`src/rtl/pipeline_ctrl_pkg.sv`:
```
// ---------------------------------------------------------------------------
// pipeline_ctrl_pkg
// Shared types and constants for the 5-stage pipeline interlock unit.
//   ctrl_state_t  : FSM state encoding (RUN, INTERLOCK, MEM_WAIT, ERROR)
//   ctrl_bundle_t : the five register enables and two bubble flushes
//   CTRL_*        : the four control patterns the controller can emit
// ---------------------------------------------------------------------------
package pipeline_ctrl_pkg;

    localparam int REG_AW_DEFAULT      = 4;
    localparam int MEM_TIMEOUT_DEFAULT = 15;

    typedef enum logic [1:0] {
        RUN       = 2'd0,
        INTERLOCK = 2'd1,
        MEM_WAIT  = 2'd2,
        ERROR     = 2'd3
    } ctrl_state_t;

    typedef struct packed {
        logic pc_en;
        logic ifof_en;
        logic ofex_en;
        logic exma_en;
        logic mawb_en;
        logic ifof_flush;
        logic ofex_flush;
    } ctrl_bundle_t;

    // Whole pipeline held (memory wait, error, reset).
    localparam ctrl_bundle_t CTRL_FREEZE    = 7'b00000_00;
    // Everything advances, no bubbles.
    localparam ctrl_bundle_t CTRL_RUN       = 7'b11111_00;
    // Taken branch: advance and squash the two younger instructions.
    localparam ctrl_bundle_t CTRL_BRANCH    = 7'b11111_11;
    // RAW stall: hold PC and IF/OF, drop a bubble into EX, let older drain.
    localparam ctrl_bundle_t CTRL_INTERLOCK = 7'b00111_01;

endpackage

```
`src/rtl/pipeline_hazard_controller_hazard_detect.sv`:
```
// ---------------------------------------------------------------------------
// hazard_detect
// Purely combinational RAW detector: flags when an OF-stage source register
// is the destination of a register-writing instruction still in EX, MA or WB.
// There is no forwarding, so any such match must stall. Register 0 is treated
// like every other register.
// Ports:
//   of_valid_i, of_rs1_i, of_rs2_i, of_rs1_used_i, of_rs2_used_i : OF sources
//   {ex,ma,wb}_valid_i, _rd_i, _iswb_i                           : writers
//   hazard_o                                                      : stall
// ---------------------------------------------------------------------------
module hazard_detect
    import pipeline_ctrl_pkg::*;
#(
    parameter int REG_AW = REG_AW_DEFAULT
) (
    input  logic              of_valid_i,
    input  logic [REG_AW-1:0] of_rs1_i,
    input  logic [REG_AW-1:0] of_rs2_i,
    input  logic              of_rs1_used_i,
    input  logic              of_rs2_used_i,
    input  logic              ex_valid_i,
    input  logic [REG_AW-1:0] ex_rd_i,
    input  logic              ex_iswb_i,
    input  logic              ma_valid_i,
    input  logic [REG_AW-1:0] ma_rd_i,
    input  logic              ma_iswb_i,
    input  logic              wb_valid_i,
    input  logic [REG_AW-1:0] wb_rd_i,
    input  logic              wb_iswb_i,
    output logic              hazard_o
);

    logic ex_writes;
    logic ma_writes;
    logic wb_writes;
    logic rs1_match;
    logic rs2_match;

    assign ex_writes = ex_valid_i & ex_iswb_i;
    assign ma_writes = ma_valid_i & ma_iswb_i;
    assign wb_writes = wb_valid_i & wb_iswb_i;

    assign rs1_match = (ex_writes & (ex_rd_i == of_rs1_i))
                     | (ma_writes & (ma_rd_i == of_rs1_i))
                     | (wb_writes & (wb_rd_i == of_rs1_i));

    assign rs2_match = (ex_writes & (ex_rd_i == of_rs2_i))
                     | (ma_writes & (ma_rd_i == of_rs2_i))
                     | (wb_writes & (wb_rd_i == of_rs2_i));

    assign hazard_o = of_valid_i & ((of_rs1_used_i & rs1_match)
                                  | (of_rs2_used_i & rs2_match));

endmodule

```
`src/rtl/pipeline_hazard_controller.sv`:
```
// ---------------------------------------------------------------------------
// pipeline_hazard_controller
// Interlock and sequencing unit for the IF/OF/EX/MA/WB pipeline. Produces the
// PC and inter-stage register enables/flushes from decoded stage fields,
// resolving RAW stalls, taken-branch squashes and data-memory wait states.
// Outputs are combinational from the current state and inputs; only the FSM,
// the memory timeout counter and the sticky error flag are registered.
//
// Ports:
//   clk, reset (async, active low)
//   of_*            : OF stage source registers
//   ex_/ma_/wb_*    : per-stage valid, destination index, writes-regfile
//   ex_branchtaken  : EX resolved a taken control transfer
//   ma_memop, mem_ack : data memory access in MA and its completion
//   pc_en, ifof_en, ofex_en, exma_en, mawb_en : register enables
//   ifof_flush, ofex_flush : load a bubble (flush beats enable)
//   mem_req, mem_err, ctrl_state
//
// Optional build macro HAZARD_PERF_CNT_EN adds saturating performance
// counters cnt_cycles, cnt_interlock, cnt_memwait, cnt_flush (CNT_W bits).
// ---------------------------------------------------------------------------
module pipeline_hazard_controller
    import pipeline_ctrl_pkg::*;
#(
    parameter int REG_AW      = REG_AW_DEFAULT,
    parameter int MEM_TIMEOUT = MEM_TIMEOUT_DEFAULT
`ifdef HAZARD_PERF_CNT_EN
    ,
    parameter int CNT_W       = 32
`endif
) (
    input  logic              clk,
    input  logic              reset,
    input  logic              of_valid,
    input  logic [REG_AW-1:0] of_rs1,
    input  logic [REG_AW-1:0] of_rs2,
    input  logic              of_rs1_used,
    input  logic              of_rs2_used,
    input  logic              ex_valid,
    input  logic              ma_valid,
    input  logic              wb_valid,
    input  logic [REG_AW-1:0] ex_rd,
    input  logic [REG_AW-1:0] ma_rd,
    input  logic [REG_AW-1:0] wb_rd,
    input  logic              ex_iswb,
    input  logic              ma_iswb,
    input  logic              wb_iswb,
    input  logic              ex_branchtaken,
    input  logic              ma_memop,
    input  logic              mem_ack,
    output logic              pc_en,
    output logic              ifof_en,
    output logic              ofex_en,
    output logic              exma_en,
    output logic              mawb_en,
    output logic              ifof_flush,
    output logic              ofex_flush,
    output logic              mem_req,
    output logic              mem_err,
    output logic [1:0]        ctrl_state
`ifdef HAZARD_PERF_CNT_EN
    ,
    output logic [CNT_W-1:0]  cnt_cycles,
    output logic [CNT_W-1:0]  cnt_interlock,
    output logic [CNT_W-1:0]  cnt_memwait,
    output logic [CNT_W-1:0]  cnt_flush
`endif
);

    localparam logic [1:0] ST_RUN       = RUN;
    localparam logic [1:0] ST_INTERLOCK = INTERLOCK;
    localparam logic [1:0] ST_MEM_WAIT  = MEM_WAIT;
    localparam logic [1:0] ST_ERROR     = ERROR;

    // Wide enough to hold MEM_TIMEOUT itself; the counter never passes it
    // because reaching it moves the FSM into ERROR, where it is frozen.
    localparam int TMO_W = $clog2(MEM_TIMEOUT + 1);

    logic [1:0]       state_q,   state_d;
    logic [TMO_W-1:0] tmo_cnt_q, tmo_cnt_d;
    logic [TMO_W-1:0] tmo_inc;
    logic             mem_err_q, mem_err_d;

    logic             hazard;
    logic             mem_req_raw;
    logic             mem_stall;
    ctrl_bundle_t     ctl;

    hazard_detect #(
        .REG_AW (REG_AW)
    ) u_hazard_detect (
        .of_valid_i    (of_valid),
        .of_rs1_i      (of_rs1),
        .of_rs2_i      (of_rs2),
        .of_rs1_used_i (of_rs1_used),
        .of_rs2_used_i (of_rs2_used),
        .ex_valid_i    (ex_valid),
        .ex_rd_i       (ex_rd),
        .ex_iswb_i     (ex_iswb),
        .ma_valid_i    (ma_valid),
        .ma_rd_i       (ma_rd),
        .ma_iswb_i     (ma_iswb),
        .wb_valid_i    (wb_valid),
        .wb_rd_i       (wb_rd),
        .wb_iswb_i     (wb_iswb),
        .hazard_o      (hazard)
    );

    // Memory handshake: the request is level-based and stays up for as long
    // as the access sits in a frozen MA stage. ERROR withdraws it.
    assign mem_req_raw = ma_valid & ma_memop & (state_q != ST_ERROR);
    assign mem_stall   = mem_req_raw & ~mem_ack;
    assign tmo_inc     = tmo_cnt_q + TMO_W'(1);

    // Priority: ERROR > mem_stall > taken branch > RAW hazard > normal.
    always_comb begin
        state_d   = state_q;
        tmo_cnt_d = tmo_cnt_q;
        mem_err_d = mem_err_q;
        ctl       = CTRL_FREEZE;

        if (state_q != ST_ERROR) begin
            if (mem_stall) begin
                // Freeze everything, including a taken branch waiting in EX.
                tmo_cnt_d = tmo_inc;
                if (tmo_inc >= TMO_W'(MEM_TIMEOUT)) begin
                    state_d   = ST_ERROR;
                    mem_err_d = 1'b1;
                end else begin
                    state_d = ST_MEM_WAIT;
                end
            end else begin
                tmo_cnt_d = '0;
                if (ex_branchtaken) begin
                    // The instruction in OF is squashed, so its hazard is moot.
                    ctl     = CTRL_BRANCH;
                    state_d = ST_RUN;
                end else if (hazard) begin
                    ctl     = CTRL_INTERLOCK;
                    state_d = ST_INTERLOCK;
                end else begin
                    ctl     = CTRL_RUN;
                    state_d = ST_RUN;
                end
            end
        end
    end

    always_ff @(posedge clk or negedge reset) begin
        if (!reset) begin
            state_q   <= ST_RUN;
            tmo_cnt_q <= '0;
            mem_err_q <= 1'b0;
        end else begin
            state_q   <= state_d;
            tmo_cnt_q <= tmo_cnt_d;
            mem_err_q <= mem_err_d;
        end
    end

    // Outputs are gated with reset so an in-flight access is abandoned the
    // moment reset asserts, without waiting for a clock edge.
    assign pc_en      = reset & ctl.pc_en;
    assign ifof_en    = reset & ctl.ifof_en;
    assign ofex_en    = reset & ctl.ofex_en;
    assign exma_en    = reset & ctl.exma_en;
    assign mawb_en    = reset & ctl.mawb_en;
    assign ifof_flush = reset & ctl.ifof_flush;
    assign ofex_flush = reset & ctl.ofex_flush;
    assign mem_req    = reset & mem_req_raw;
    assign mem_err    = mem_err_q;
    assign ctrl_state = state_q;

`ifdef HAZARD_PERF_CNT_EN
    logic             live;
    logic             ev_interlock;
    logic             ev_flush;
    logic [CNT_W-1:0] cnt_cycles_q;
    logic [CNT_W-1:0] cnt_interlock_q;
    logic [CNT_W-1:0] cnt_memwait_q;
    logic [CNT_W-1:0] cnt_flush_q;

    function automatic logic [CNT_W-1:0] sat_inc(input logic [CNT_W-1:0] v,
                                                 input logic             hit);
        if (hit && (v != {CNT_W{1'b1}})) begin
            return v + CNT_W'(1);
        end
        return v;
    endfunction

    // Events mirror the priority chain above; nothing counts in ERROR.
    assign live         = (state_q != ST_ERROR);
    assign ev_interlock = ~mem_stall & ~ex_branchtaken & hazard;
    assign ev_flush     = ~mem_stall & ex_branchtaken;

    always_ff @(posedge clk or negedge reset) begin
        if (!reset) begin
            cnt_cycles_q    <= '0;
            cnt_interlock_q <= '0;
            cnt_memwait_q   <= '0;
            cnt_flush_q     <= '0;
        end else if (live) begin
            cnt_cycles_q    <= sat_inc(cnt_cycles_q, 1'b1);
            cnt_interlock_q <= sat_inc(cnt_interlock_q, ev_interlock);
            cnt_memwait_q   <= sat_inc(cnt_memwait_q, mem_stall);
            cnt_flush_q     <= sat_inc(cnt_flush_q, ev_flush);
        end
    end

    assign cnt_cycles    = cnt_cycles_q;
    assign cnt_interlock = cnt_interlock_q;
    assign cnt_memwait   = cnt_memwait_q;
    assign cnt_flush     = cnt_flush_q;
`endif

endmodule

```
`config.mk`:
```
export PLATFORM = sky130hd
export DESIGN_NAME = pipeline_hazard_controller
export DESIGN_NICKNAME = d
export VERILOG_FILES = /design/src/rtl/pipeline_ctrl_pkg.sv /design/src/rtl/pipeline_hazard_controller_hazard_detect.sv /design/src/rtl/pipeline_hazard_controller.sv
export SDC_FILE = /design/constraint.sdc
export NUM_CORES = 1
export LEC_CHECK = 0
export ABC_AREA = 1
export CORE_MARGIN = 2
export CORE_UTILIZATION = 42
export CTS_CLUSTER_DIAMETER = 100
export DETAILED_ROUTE_END_ITERATION = 8
export PLACE_DENSITY_LB_ADDON = 0.08
export SETUP_SLACK_MARGIN = 0.1
export SYNTH_ARGS = -nofsm -noshare
export SYNTH_HDL_FRONTEND = slang
export SYNTH_SLANG_ARGS = --single-unit
```
`constraint.sdc`:
```
create_clock -name clk -period 3.08 [get_ports clk]
set_clock_uncertainty 0.15 [all_clocks]
set_input_delay 0.616 -clock clk [delete_from_list [all_inputs] [get_ports clk]]
set_output_delay 0.616 -clock clk [all_outputs]
set_load 0.05 [all_outputs]
```
Yosys cells after proc, flatten, opt, wreduce, memory -nomap -nowiden
Cells that the tools add are included.
{"block": "classes", "n_addsub": 1, "n_lt_le_gt_ge": 1, "n_eq_ne": 7, "mux": 9, "bitwise_logic": 29, "reduce_logical": 1}
{"cell": "2-to-1 mux 7 bit", "count": 4}
{"cell": "equality test 4 bit", "count": 6}
{"cell": "AND 1 bit", "count": 23}
{"cell": "bitwise OR 1 bit", "count": 5}
{"cell": "adder 4 x 1 -> 4 bit (second input constant)", "count": 1}
{"cell": "greater-or-equal comparator 4 bit (second input constant)", "count": 1}
{"cell": "2-to-1 mux 4 bit", "count": 1}
{"cell": "2-to-1 mux 1 bit", "count": 3}
{"cell": "AND reduction 3 bit", "count": 1}
{"cell": "2-to-1 mux 2 bit", "count": 1}
{"cell": "inequality test 2 bit (second input constant)", "count": 1}
{"cell": "NOT 1 bit", "count": 1}
{"block": "totals", "regBits": 7, "inputBits": 34, "word_cells": 51}

Depth between registers and ports, before layout
{"block": "logic_depth", "word_depth": 12, "mapped_depth": 12}

Modules after synthesis
From an unflattened synthesis, not the netlist that was laid out.
{"block": "hier_totals", "cells_unflattened": 158, "area_unflattened_um2": 889.6}
{"module": "pipeline_hazard_controller", "n_inst": 1, "cells_per_inst": 55, "area_per_inst_um2": 454.2, "seq_area_each_um2": 175.2}
{"module": "hazard_detect", "n_inst": 1, "cells_per_inst": 103, "area_per_inst_um2": 435.4, "seq_area_each_um2": 0.0}

Least setup slack after synthesis
No wires, ideal clock.
{"block": "synth_timing", "path_kind": "reg2out", "start": "register state_q[0], in the netlist ctrl_state[0]", "end": "output mem_req", "t_arrival_ps": 2321, "path_slack_ps": -7, "path_stages_with_launch": 4, "path_cell_list": "dfrtp_1 nand2_1 inv_1 nor4_1"}
{"block": "synth_between", "elab_chain_cells": 3}
{"item": "start: declaration", "line": "pipeline_hazard_controller.sv:79", "rtl": "logic [1:0] state_q, state_d;"}
{"item": "start signal: assignment", "line": "pipeline_hazard_controller.sv:155", "rtl": "state_q <= state_d;"}
{"item": "inequality test 2 bit", "line": "pipeline_hazard_controller.sv:111", "rtl": "assign mem_req_raw = ma_valid & ma_memop & (state_q != ST_ERROR);"}
{"item": "AND 1 bit", "line": "pipeline_hazard_controller.sv:111"}
{"item": "AND 1 bit", "line": "pipeline_hazard_controller.sv:170", "rtl": "assign mem_req = reset & mem_req_raw;"}
{"item": "end: declaration", "line": "pipeline_hazard_controller.sv:58", "rtl": "output logic mem_req,"}
No other way between the ends.

Worst setup path in the final report
{"block": "layout_timing", "start": "input ma_rd[1]", "end": "output ofex_flush"}
{"block": "layout_between", "elab_chain_cells": 12}
{"item": "start: declaration", "line": "pipeline_hazard_controller.sv:43", "rtl": "input logic [REG_AW-1:0] ma_rd,"}
{"item": "equality test 4 bit, on equally long branches", "line": "pipeline_hazard_controller_hazard_detect.sv:45, pipeline_hazard_controller_hazard_detect.sv:49"}
{"item": "AND 1 bit, on equally long branches", "line": "pipeline_hazard_controller_hazard_detect.sv:45, pipeline_hazard_controller_hazard_detect.sv:49"}
{"item": "bitwise OR 1 bit, on equally long branches", "line": "pipeline_hazard_controller_hazard_detect.sv:45, pipeline_hazard_controller_hazard_detect.sv:49"}
{"item": "bitwise OR 1 bit, on equally long branches", "line": "pipeline_hazard_controller_hazard_detect.sv:46, pipeline_hazard_controller_hazard_detect.sv:50"}
{"item": "AND 1 bit, on equally long branches", "line": "pipeline_hazard_controller_hazard_detect.sv:52, pipeline_hazard_controller_hazard_detect.sv:53"}
{"item": "bitwise OR 1 bit *", "line": "pipeline_hazard_controller_hazard_detect.sv:53", "rtl": "| (of_rs2_used_i & rs2_match));"}
{"item": "AND 1 bit *", "line": "pipeline_hazard_controller_hazard_detect.sv:52", "rtl": "assign hazard_o = of_valid_i & ((of_rs1_used_i & rs1_match)"}
{"item": "2-to-1 mux 7 bit *", "line": "pipeline_hazard_controller.sv:138", "rtl": "end else if (hazard) begin"}
{"item": "2-to-1 mux 7 bit *", "line": "pipeline_hazard_controller.sv:134", "rtl": "if (ex_branchtaken) begin"}
{"item": "2-to-1 mux 7 bit *", "line": "pipeline_hazard_controller.sv:123", "rtl": "if (mem_stall) begin"}
{"item": "2-to-1 mux 7 bit *", "line": "pipeline_hazard_controller.sv:122", "rtl": "if (state_q != ST_ERROR) begin"}
{"item": "AND 1 bit *", "line": "pipeline_hazard_controller.sv:169", "rtl": "assign ofex_flush = reset & ctl.ofex_flush;"}
{"item": "end: declaration", "line": "pipeline_hazard_controller.sv:57", "rtl": "output logic ofex_flush,"}
Mark *: on every way between the ends. The rest lies on a longest branch, timed or not.

==> qor_table.md <==
| Item | Value |
| --- | --- |
| Crit-path cells | clkdlybuf4s50_1 -> inv_1 -> nand2_1 -> nand2_1 -> nor2_1 -> nand3_1 -> nand3_1 -> nand2_1 -> nand2_1 -> nand2_1 -> a21oi_2 -> buf_12 |
| Count of nets after finishing | 238 |
| Leakage component of the power | 0.851 nW |
| Sequential fraction of the synthesis area | 0.206 |
| Die Y-Extent | 48.9 um |
| Post-route minimum period | 2.91 ns |
| Detailed Place HPWL | 1830 um |
| Count of cells along the worst register-to-register path | 8 |
| TritonCTS buffer count | 3 |
| Number of warnings issued by yosys | 0 |
| CTS HTree Levels | 1 |
| Core region area | 1940 um2 |
| Standard-cell row count | 16 |
| Number of antenna violations at the first check in global routing | 0 |
| Most common cell after layout, fill and taps aside | sky130_fd_sc_hd__nand2_1 |
| Via Count | 1039 |
| Final period util | 0.944 |
| Commonest cells after routing, fill and taps aside | sky130_fd_sc_hd__nand2_1 (63), sky130_fd_sc_hd__inv_1 (25), sky130_fd_sc_hd__clkdlybuf4s50_1 (24) |
| Count of boundary I/O pins | 45 |
| Crit Reg-Reg Startpoint | ctrl_state[0] |
| Routed length per placed instance | 9.87 um |
| Area of the die | 2400 um2 |
| Syn nets | 189 |
| Peak supply drop | 0.000245 V |
| Simple logic cell fraction of the synthesized area | 0.522 |
| Syn Inst Count | 153 |
| Effective utilization at floorplan | 0.437 |
| First-pass GRT wire length | 3940 um |
| Per-instance average area after synthesis | 5.54 um2 |
| Final number of setup-violating endpoints | 0 |
| Areal power density over the cells | 237 nW/um2 |
| Clock Path Buffers | 2 |
| Hold violation total from the final report | 0 |
| Crit path top cell by count | sky130_fd_sc_hd__nand2_1 |
| GRT Overall Usage | 0.205 |
| Reg2Reg Capture Point | ctrl_state[0] |
| Reg-to-reg slack, setup | 1.43 ns |
| Crit Path Class | input port to output pin |
| Number of sinks driven by the clock tree | 7 |
| Area share of the largest cell type after synthesis | 0.279 |
| Worst setup path startpoint | ma_rd[1] |
| Final RePlAce weighted congestion | 0.909 |
| Data required time at the worst endpoint | 2.31 ns |
| Mux cell area share after synthesis | 0 |
| Detail-routed via count per cell | 4.56 |
| Total of hold buffers inserted after clock tree synthesis | 0 |
| Delay of the slowest cell on the worst path | 0.51 ns |
| Buffers & Inverters on Critical Path | 3 |
| Via count of the first global-routing pass | 954 |
| Logic depth of the worst path, buffers included | 12 |
| Drc violations | 0 |
| Maximum achievable frequency | 344 MHz |
| Clock-pin slew on the worst setup and hold paths | 0.05 ns |
| Highest-delay cell along the critical path | sky130_fd_sc_hd__clkdlybuf4s50_1 |
| Worst setup EP type | output pin |
| Floorplan die width | 48.9 um |
| Synth Area in Compound Gates | 0.0236 |
| Cell taking the most area after synthesis | sky130_fd_sc_hd__nand2_1 |
| Maximum number of pins on one net before global-route repair | 7 |
| DRC marker count from the first detailed-route iteration | 45 |
| Share of synthesized cell area in full adder, half adder and majority cells | 0.0295 |
| Dominant cells by area after synthesis | sky130_fd_sc_hd__nand2_1 (28%), sky130_fd_sc_hd__dfrtp_1 (21%), sky130_fd_sc_hd__inv_1 (12%) |
| Outcome | finished clean |
| Number of library cell types mapped by synthesis | 18 |
| Maximum fanout along the worst path | 3 |
| IO Port Bufs | 44 |
| WL final | 2250 um |
| Max_slew headroom | 0.660 |
| Post-route standard cell area excluding fillers | 1400 um2 |
| Signed area change from the synthesized netlist to the final layout | 64.9% |
| Synthesized flop and latch total | 7 |
| Share of layout cells above drive strength 1 | 0.119 |
| Setup Total Neg Slack | 0 ns |
| Kind of start point of the critical path | input port |
| Clock root buffer master | sky130_fd_sc_hd__clkbuf_4 |
| Max-capacitance violation count | 0 |
| Unrepaired setup endpoints after global routing | yes |
| Pre-antenna DRT Iters | 4 |
| Antenna diode count | 0 |
| Largest delay contributor family on the critical path | buffers and inverters |
| Tightest Pin Transition | 0.506 ns |
| Capturing instance or port of the critical path | ofex_flush |
| Clock network latency to the later pin of the worst-skew pair | 0.25 ns |
| Total count of max-transition violations in the final report | 0 |
| Remaining antenna violation count after routing | 0 |
| Placed cell areas | 1330 um2 |
| Xor and xnor fraction of the mapped netlist area | 0.0723 |
| Clock tree from TritonCTS | done |
| Type of the most critical hold path | flop to flop |
| Total gr overflow | 0 |
| Synth Cell Area | 848 um2 |
| Combinational family with the most area after synthesis | simple AND/OR/NAND/NOR gates |
| Arrival time at the worst endpoint | 2.14 ns |
worst min-delay path by stage:
stage,cells past startpoint,start,end,slack (ns)
after floorplan,0,reset,ctrl_state[0],0.17
after global routing,1,mem_err,mem_err,0.34
after global placement,1,mem_err,mem_err,0.30
final,1,mem_err,mem_err,0.31
after detailed placement,1,mem_err,mem_err,0.30
after CTS,1,mem_err,mem_err,0.32
stage by stage:
step	worst slack, ns	cells	utilization	power (W)	hold WS [ns]
after floorplan	0.0804	153	-	0.000174	0.170
after global placement	0.132	223	0.683	0.000248	0.297
after detailed placement	0.0974	223	0.683	0.000249	0.301
after CTS	0.105	227	0.699	0.000337	0.316
after global routing	0.0486	228	0.720	0.000360	0.344
final	0.173	228	0.720	0.000331	0.315
repair_timing:
item	4_1_cts	5_1_grt
pin swaps	0	2
setup buffers	0	1
gates resized for setup	1	14
setup endpoints to repair	2	3
cells by family (layout without fill, tap and decap cells):
logic type / count (synthesis) / in the layout
adders and majority gates: 2 / 2
DFF: 7 / 7
buffers and inverters: 30 / 78
AOI/OAI and AO/OA: 4 / 4
and+or+nand+nor: 103 / 103
xor gates and xnor gates: 7 / 7
where the power goes:
| group | internal [W] | total [W] | switching, W | leakage [nW] |
|---|---|---|---|---|
| Combinational | 0.0000719 | 0.000154 | 0.0000820 | 0.743 |
| Sequential | 0.0000937 | 0.0000947 | 0.00000104 | 0.0936 |
| Clock | 0.0000494 | 0.0000824 | 0.0000330 | 0.0150 |
| Total | 0.000215 | 0.000331 | 0.000116 | 0.851 |
per-layer routing:
| metal | GRT usage | wire [um] | up-vias | part of all wire |
|---|---|---|---|---|
| met3 | 0.0644 | 169 | 2 | 0.075 |
| met1 | 0.273 | 1070 | 440 | 0.48 |
| met5 | 0 | 0 | - | 0 |
| li1 | - | - | 549 | - |
| met2 | 0.324 | 1000 | 48 | 0.44 |
| met4 | 0.0429 | 10 | 0 | 0.0044 |
cell type report:
type | instances | area, um2
sequential | 7 | 178
multi-input combinational | 116 | 558
inverter | 27 | 105
clock buffer | 4 | 26.3
fill | 166 | 543
timing repair buffer | 47 | 498
tap | 27 | 33.8
cell usage after synthesis (all sizes together):
master	n
xnor2	6
or2	2
buf	3
nor2	22
xor2	1
a21oi	1
nand4	1
nand2	63
ha	2
nor3b	1
inv	27
dfrtp	7
nand3	12
o21ai	3
nor4	2
registers in the layout, summed over array words and instances (netlist names):
name / cells
mem_err: 1
tmo_cnt_q: 4
ctrl_state: 2
No activity file was read; power rests on OpenSTA's default activity.
